$ cat config.mk
export PLATFORM = sky130hd
export DESIGN_NAME = pwm_seq_ctrl
export DESIGN_NICKNAME = d
export VERILOG_FILES = /design/src/rtl/pwm_pkg.sv /design/src/rtl/pwm_seq_ctrl.sv
export SDC_FILE = /design/constraint.sdc
export NUM_CORES = 2
export LEC_CHECK = 0
export ABC_AREA = 1
export CAP_MARGIN = 0
export CORE_ASPECT_RATIO = 1.75
export CORE_MARGIN = 1.5
export CORE_UTILIZATION = 50
export CTS_CLUSTER_SIZE = 10
export DETAILED_ROUTE_END_ITERATION = 12
export HOLD_SLACK_MARGIN = 0.1
export PLACE_DENSITY = 0.78
export SLEW_MARGIN = 20
export SYNTH_ARGS = -nofsm -noshare
export SYNTH_HDL_FRONTEND = slang
export SYNTH_SLANG_ARGS = --single-unit
$ cat constraint.sdc
create_clock -name clk_i -period 2.9 [get_ports clk_i]
set_input_delay 0.29 -clock clk_i [delete_from_list [all_inputs] [get_ports clk_i]]
set_output_delay 0.29 -clock clk_i [all_outputs]
set_load 0.01 [all_outputs]
$ cat src/rtl/pwm_pkg.sv
// Shared constants and state encoding for the pwm duty-cycle sequencer.
// Holds the pwm register map, the host register map and the FSM states.
package pwm_pkg;

    // pwm peripheral register offsets; channel 2 sits PWM_CH2_OFF above channel 1
    localparam logic [7:0] PWM_CTRL_OFF = 8'h00;
    localparam logic [7:0] PWM_DIV_OFF  = 8'h04;
    localparam logic [7:0] PWM_PER_OFF  = 8'h08;
    localparam logic [7:0] PWM_DC_OFF   = 8'h0C;
    localparam logic [7:0] PWM_CH2_OFF  = 8'h10;

    localparam logic [7:0] SEQ_CTRL       = 8'h00;
    localparam logic [7:0] SEQ_STATUS     = 8'h04;
    localparam logic [7:0] SEQ_DIVISOR    = 8'h08;
    localparam logic [7:0] SEQ_PERIOD     = 8'h0C;
    localparam logic [7:0] SEQ_STEP       = 8'h10;
    localparam logic [7:0] SEQ_LEN        = 8'h14;
    localparam logic [7:0] SEQ_TABLE_BASE = 8'h40;

    localparam int CTRL_START = 0;
    localparam int CTRL_LOOP  = 1;
    localparam int CTRL_CH    = 2;
    localparam int CTRL_ABORT = 3;

    typedef enum logic [2:0] {
        IDLE,
        CFG_DIV,
        CFG_PER,
        CFG_DC,
        CFG_EN,
        WAIT,
        UPD,
        ABRT
    } seq_state_e;

endpackage

$ cat src/rtl/pwm_seq_ctrl.sv
// Host-programmed sequencer that configures one pwm channel and then steps its
// duty-cycle register through a table, one entry every STEP clocks.
module pwm_seq_ctrl
    import pwm_pkg::*;
#(
    parameter int DATA_WIDTH = 32,
    parameter int ADDR_WIDTH = 8,
    parameter int DEPTH      = 16
) (
    input  logic                  clk_i,
    input  logic                  rst_ni,
    input  logic                  w_en_i,
    input  logic                  rd_en_i,
    input  logic [ADDR_WIDTH-1:0] addr_i,
    input  logic [DATA_WIDTH-1:0] wdata_i,
    output logic [DATA_WIDTH-1:0] rdata_o,
    output logic                  pwm_w_en_o,
    output logic [ADDR_WIDTH-1:0] pwm_addr_o,
    output logic [DATA_WIDTH-1:0] pwm_wdata_o,
    output logic                  busy_o,
    output logic                  done_irq_o
);

    localparam int IDX_W   = $clog2(DEPTH);
    localparam int LEN_W   = IDX_W + 1;
    localparam int TAB_END = int'(SEQ_TABLE_BASE) + 4 * DEPTH;

    logic [DATA_WIDTH-1:0] r_div, r_per, r_step, r_len;
    logic                  r_loop, r_ch;
    logic [DATA_WIDTH-1:0] r_table [DEPTH];

    seq_state_e            r_state;
    logic [IDX_W-1:0]      r_idx;
    logic [DATA_WIDTH-1:0] r_cnt;
    logic                  r_done, r_done_irq;
    logic [DATA_WIDTH-1:0] r_run_div, r_run_per, r_run_step_m2;
    logic [LEN_W-1:0]      r_run_len;
    logic                  r_run_loop, r_run_ch;

    logic                  w_ctrl_sel, w_status_sel, w_div_sel, w_per_sel;
    logic                  w_step_sel, w_len_sel, w_tab_sel;
    logic [IDX_W-1:0]      w_tab_idx;
    logic                  w_start, w_abort;
    logic [LEN_W-1:0]      w_len_eff, w_idx_inc;
    logic [DATA_WIDTH-1:0] w_step_m2;
    logic                  w_more, w_wrap;
    logic [ADDR_WIDTH-1:0] w_base;

    assign w_ctrl_sel   = (addr_i == ADDR_WIDTH'(SEQ_CTRL));
    assign w_status_sel = (addr_i == ADDR_WIDTH'(SEQ_STATUS));
    assign w_div_sel    = (addr_i == ADDR_WIDTH'(SEQ_DIVISOR));
    assign w_per_sel    = (addr_i == ADDR_WIDTH'(SEQ_PERIOD));
    assign w_step_sel   = (addr_i == ADDR_WIDTH'(SEQ_STEP));
    assign w_len_sel    = (addr_i == ADDR_WIDTH'(SEQ_LEN));
    assign w_tab_sel    = (addr_i[1:0] == 2'b00) && (int'(addr_i) >= int'(SEQ_TABLE_BASE))
                          && (int'(addr_i) < TAB_END);
    // Table base is aligned to the table size, so the low word-address bits are the index.
    assign w_tab_idx    = addr_i[IDX_W+1:2];

    assign w_start = w_en_i && w_ctrl_sel && wdata_i[CTRL_START];
    assign w_abort = w_en_i && w_ctrl_sel && wdata_i[CTRL_ABORT];

    always_comb begin
        if (r_len == '0) begin
            w_len_eff = LEN_W'(1);
        end else if (r_len > DATA_WIDTH'(DEPTH)) begin
            w_len_eff = LEN_W'(DEPTH);
        end else begin
            w_len_eff = r_len[LEN_W-1:0];
        end
    end

    assign w_step_m2 = (r_step < DATA_WIDTH'(2)) ? '0 : r_step - DATA_WIDTH'(2);
    assign w_idx_inc = LEN_W'(r_idx) + LEN_W'(1);
    assign w_more    = (w_idx_inc < r_run_len);
    assign w_wrap    = (r_run_len == LEN_W'(1)) || r_run_loop;

    always_ff @(posedge clk_i or negedge rst_ni) begin
        if (!rst_ni) begin
            r_div  <= '0;
            r_per  <= '0;
            r_step <= '0;
            r_len  <= '0;
            r_loop <= 1'b0;
            r_ch   <= 1'b0;
            // NOTE: the table is a small flop array, so it is reset like any other register.
            for (int i = 0; i < DEPTH; i++) begin
                r_table[i] <= '0;
            end
        end else if (w_en_i) begin
            if (w_ctrl_sel) begin
                r_loop <= wdata_i[CTRL_LOOP];
                r_ch   <= wdata_i[CTRL_CH];
            end
            if (w_div_sel)  r_div  <= wdata_i;
            if (w_per_sel)  r_per  <= wdata_i;
            if (w_step_sel) r_step <= wdata_i;
            if (w_len_sel)  r_len  <= wdata_i;
            if (w_tab_sel)  r_table[w_tab_idx] <= wdata_i;
        end
    end

    // NOTE: sequential state uses non-blocking assignments so every flop samples pre-edge values.
    always_ff @(posedge clk_i or negedge rst_ni) begin
        if (!rst_ni) begin
            r_state       <= IDLE;
            r_idx         <= '0;
            r_cnt         <= '0;
            r_done        <= 1'b0;
            r_done_irq    <= 1'b0;
            r_run_div     <= '0;
            r_run_per     <= '0;
            r_run_step_m2 <= '0;
            r_run_len     <= '0;
            r_run_loop    <= 1'b0;
            r_run_ch      <= 1'b0;
        end else begin
            r_done_irq <= 1'b0;
            if (r_state == IDLE) begin
                if (w_start && !w_abort) begin
                    r_state       <= CFG_DIV;
                    r_idx         <= '0;
                    r_done        <= 1'b0;
                    r_run_div     <= r_div;
                    r_run_per     <= r_per;
                    r_run_step_m2 <= w_step_m2;
                    r_run_len     <= w_len_eff;
                    r_run_loop    <= wdata_i[CTRL_LOOP];
                    r_run_ch      <= wdata_i[CTRL_CH];
                end
            end else if (w_abort && r_state != ABRT) begin
                r_state <= ABRT;
            end else begin
                case (r_state)
                    CFG_DIV: r_state <= CFG_PER;
                    CFG_PER: r_state <= CFG_DC;
                    CFG_DC:  r_state <= CFG_EN;
                    CFG_EN: begin
                        r_cnt   <= r_run_step_m2;
                        r_state <= WAIT;
                    end
                    WAIT: begin
                        if (r_cnt != '0) begin
                            r_cnt <= r_cnt - DATA_WIDTH'(1);
                        end else if (w_more) begin
                            r_idx   <= w_idx_inc[IDX_W-1:0];
                            r_state <= UPD;
                        end else if (w_wrap) begin
                            r_idx   <= '0;
                            r_state <= UPD;
                        end else begin
                            r_state    <= IDLE;
                            r_done     <= 1'b1;
                            r_done_irq <= 1'b1;
                        end
                    end
                    UPD: begin
                        r_cnt   <= w_step_m2;
                        r_state <= WAIT;
                    end
                    default: begin
                        r_state    <= IDLE;
                        r_done     <= 1'b1;
                        r_done_irq <= 1'b1;
                    end
                endcase
            end
        end
    end

    assign w_base = r_run_ch ? ADDR_WIDTH'(PWM_CH2_OFF) : '0;

    // NOTE: every always_comb output gets a default first so no latch is inferred.
    always_comb begin
        pwm_w_en_o  = 1'b0;
        pwm_addr_o  = '0;
        pwm_wdata_o = '0;
        case (r_state)
            CFG_DIV: begin
                pwm_w_en_o  = 1'b1;
                pwm_addr_o  = w_base + ADDR_WIDTH'(PWM_DIV_OFF);
                pwm_wdata_o = r_run_div;
            end
            CFG_PER: begin
                pwm_w_en_o  = 1'b1;
                pwm_addr_o  = w_base + ADDR_WIDTH'(PWM_PER_OFF);
                pwm_wdata_o = r_run_per;
            end
            CFG_DC: begin
                pwm_w_en_o  = 1'b1;
                pwm_addr_o  = w_base + ADDR_WIDTH'(PWM_DC_OFF);
                pwm_wdata_o = r_table[0];
            end
            CFG_EN: begin
                pwm_w_en_o  = 1'b1;
                pwm_addr_o  = w_base + ADDR_WIDTH'(PWM_CTRL_OFF);
                pwm_wdata_o = DATA_WIDTH'(3'b111);
            end
            UPD: begin
                pwm_w_en_o  = 1'b1;
                pwm_addr_o  = w_base + ADDR_WIDTH'(PWM_DC_OFF);
                pwm_wdata_o = r_table[r_idx];
            end
            ABRT: begin
                pwm_w_en_o  = 1'b1;
                pwm_addr_o  = w_base + ADDR_WIDTH'(PWM_CTRL_OFF);
            end
            default: ;
        endcase
    end

    always_comb begin
        rdata_o = '0;
        if (rd_en_i) begin
            if (w_ctrl_sel) begin
                rdata_o[CTRL_LOOP] = r_loop;
                rdata_o[CTRL_CH]   = r_ch;
            end else if (w_status_sel) begin
                rdata_o[0]         = (r_state != IDLE);
                rdata_o[1]         = r_done;
                rdata_o[4 +: IDX_W] = r_idx;
            end else if (w_div_sel) begin
                rdata_o = r_div;
            end else if (w_per_sel) begin
                rdata_o = r_per;
            end else if (w_step_sel) begin
                rdata_o = r_step;
            end else if (w_len_sel) begin
                rdata_o = r_len;
            end else if (w_tab_sel) begin
                rdata_o = r_table[w_tab_idx];
            end
        end
    end

    assign busy_o     = (r_state != IDLE);
    assign done_irq_o = r_done_irq;

endmodule

==> qor.txt <==
Core area: 81910 um^2
Tightest Pin Transition: 0.9631 ns
PortBufs: 113
Clock Path Buffers: 3
Num CTS Buffers: 88
Initial antenna violation count: 7
Final instance area: 49900 um^2
CTS Root Cell: clkbuf_16
Drt drc: 0
R2r worst-path depth: 16
Area growth from synthesis to layout: 20.74%
Reg power frac: 0.438
WL per Instance: 23.71 um
Setup Skew: 0.01763 ns
Post-Route WL: 161.8 mm
Maximum clock rate: 0.3243 GHz
1st-iter DRT viols: 6000
End of the critical path: pwm_wdata_o[16]
Req. time, crit path: 2.61 ns
Effective utilization at floorplan: 0.5045
Period utilization: 1.063
Largest net degree at the start of global routing: 110
Detailed-route vias per instance: 6.335
Die height: 383.3 um
Final worst slack: -0.1839 ns
Pwr dens: 577.0 nW/um^2
Ratio of cells with drive above 1 in the final layout: 0.1141
Fin nets: 5807
Finish-stage setup viols: 32
CTS Sinks: 786
Distinct cells, synth: 45
Number of routed nets with antenna violations: 0
Vias in the first global route: 41148
DPL Wire Length: 100.1 mm
Hold Worst Slack: 0.1170 ns
GR Overflow Total: 0
Design Power: 28.79 mW
Switching Fraction: 0.3252
CP endpoint kind: output port
Outcome: finished, violations left
Max-slew headroom: 0.3572
I/O pin count: 119
Synthesized area per cell: 7.385 um^2
Final Max Slew Viols: 0
Top-area cell type share of the netlist area: 0.4759
H-Tree Depth: 3
Static Leak: 23.33 nW
Area of the die: 84460 um^2
Post-synth EDFFs: 0
GP Congestion: 0.9522
Startpoint types: flop
Post-DP Area: 45490 um^2
Worst Path Arrival: 2.79 ns
Post-route minimum period: 3.084 ns
Final Hold Fails: 0
Setup crit start: r_idx[0]
RR Endpoint: r_idx[3]
Setup CP Type: flop to output port
Width of the die: 220.3 um
R2r setup slk: -0.15 ns
First-pass GRT wire length: 238.2 mm
CTS tree: yes
Register area share after synthesis: 0.4759
Synth Flop Type: dfrtp_1
Area leader, netlist: dfrtp_1
CTS clock-pin slew for the worst setup and hold paths: 0.06 ns
Top post-synthesis cells by area: dfrtp_1 (48%), o21ai_0 (15%), nand2_1 (15%)
Worst R2R Start: r_idx[0]
Ys Warns: 0
Post-Syn Area: 41330 um^2
Failing checks: negative setup slack
Pre-antenna DRT Iters: 8
RSZ-0062 raised after global routing: true
Site Rows: 139
Mapped Cells: 5596
Internal power: 19.43 mW
Max-cap viol count: 0
Peak VDD IR: 0.0009123 V
Crit path max fanout: 7
NetSw: 9.364 mW
Asr flop ratio synth: 1.000
FF+latch count, synth: 786
Fin cells: 6825
Placed Cells incl. Taps: 6640
Min-Delay Path Class: input pin to async pin
Clock Latency Late Sink: 0.69 ns
Power share of the combinational group: 0.215
Vias: 43237
Clock Power Share: 0.347
Total GRT Usage: 0.3720
-- cells in the mapped netlist (4+ instances only) --
cell and instances:
nand2_2 4, nand4_1 76, o22ai_1 52, nor2_1 225
nor3_2 4, nand2_1 1616, dfrtp_1 786, nor2_2 5
ha_1 8, o21bai_1 4, or2_2 7, nand3_1 203
buf_1 25, o2111ai_1 16, nor3_1 10, inv_1 445
buf_2 55, nand3b_1 8, o21ai_0 1219, buf_4 8
a21oi_1 270, o21a_1 5, o221ai_1 6, xor2_1 6
a31oi_1 8, o211ai_1 85, clkbuf_1 314, o21ai_1 44
a22oi_1 42, inv_2 10, nor2_4 5
-- layout make-up --
cell class                      count  area [um^2]
Antenna cell                        3        7.507
Clock buffer                       94         2267
Clock inverter                      6        82.58
Fill cell                        6914        32020
Inverter                          457         1763
Multi-Input combinational cell   3955        18900
Sequential cell                   786        19690
Tap cell                         1057         1323
Timing Repair Buffer              466         5856
Timing Repair inverter              1        11.26
-- state kept, by name, indices dropped and copies added (netlist names), 3 cells and up --
name	cells
r_div	32
r_table	512
r_per	32
r_run_step_m2	32
r_step	32
r_len	32
r_state	3
r_run_per	32
r_run_div	32
r_cnt	32
r_idx	4
r_run_len	5
-- power groups by stage --
stage | sequential, mW | clock (mW) | combinational [mW]
floorplan | 12.5 | 0 | 3.55
global placement | 12.7 | 0 | 5.66
detailed placement | 12.7 | 0 | 5.78
CTS | 12.5 | 10.0 | 5.91
global route | 12.7 | 10.4 | 6.78
finish | 12.6 | 9.98 | 6.20
-- through the flow --
step                      setup TNS [ns]  utilization  worst slack, ns
after floorplan                        0            -           0.3165
after global placement            -11.82       0.5554          -0.4733
after detailed placement          -13.15       0.5554          -0.5187
after CTS                         -1.238       0.5981          -0.1779
after global routing              -5.520       0.6091          -0.2501
final                             -2.507       0.6091          -0.1839
-- placed cells by master (no fill, tap or decap), drive strengths merged, types with 8 or more instances in the layout --
cell	n
nand2	1620
o21ai	1264
dfrtp	786
inv	456
buf	361
a21oi	270
nor2	235
nand3	206
clkbuf	111
o211ai	85
nand4	76
o22ai	52
clkdlybuf4s50	45
a22oi	42
dlygate4sd2	29
o2111ai	16
nor3	16
nand3b	8
a31oi	8
ha	8
bufbuf	8
-- timing repair --
item / 4_1_cts / 5_1_grt
resized for setup: 294 / 194
setup buffers: 25 / 19
gates cloned: 24 / 14
hold endpoints to repair: 401 / 0
pin swaps: 66 / 81
setup endpoints to repair: 64 / 62
hold buffers: 1 / 0
-- kinds of logic after synthesis --
group | count (synthesis) | share of synthesized area
adders and majority gates | 8 | 0.002422
xor gates and xnor gates | 9 | 0.001907
DFF | 786 | 0.4759
buffers and inverters | 859 | 0.08041
other | 1 | 0.00009074
AOI/OAI and AO/OA | 1758 | 0.2255
and+or+nand+nor | 2175 | 0.2137
-- worst min path at each step --
stage / end / slack [ns] / start / cells past startpoint
2_1_floorplan: done_irq_o / -0.006 / rst_ni / 0
5_1_grt: r_per[1] / 0.13 / rst_ni / 2
3_5_place_dp: r_run_div[4] / 0.23 / rst_ni / 1
4_1_cts: r_table[3] / 0.11 / rst_ni / 2
6_report: r_per[1] / 0.12 / rst_ni / 2
3_3_place_gp: r_per[1] / 0.23 / rst_ni / 1
-- worst max-delay path, stage by stage (launching register included) --
cell and delay [ns]:
dfrtp_4 0.50, buf_12 0.18, buf_16 0.18, buf_8 0.13, buf_8 0.12, o21ai_2 0.12, o21ai_1 0.09, o211ai_1 0.18
nand2_1 0.10, nand2_2 0.08, nand4_1 0.19, buf_2 0.21
-- layer usage --
layer / vias to the layer above / global-route usage / part of all wire
met5: - / 0 / 0.00062
met4: 10 / 0.3036 / 0.095
met3: 1006 / 0.09335 / 0.12
met2: 3214 / 0.5794 / 0.45
met1: 20174 / 0.4308 / 0.33
li1: 18833 / - / -
(Power assumes the default switching activity.)
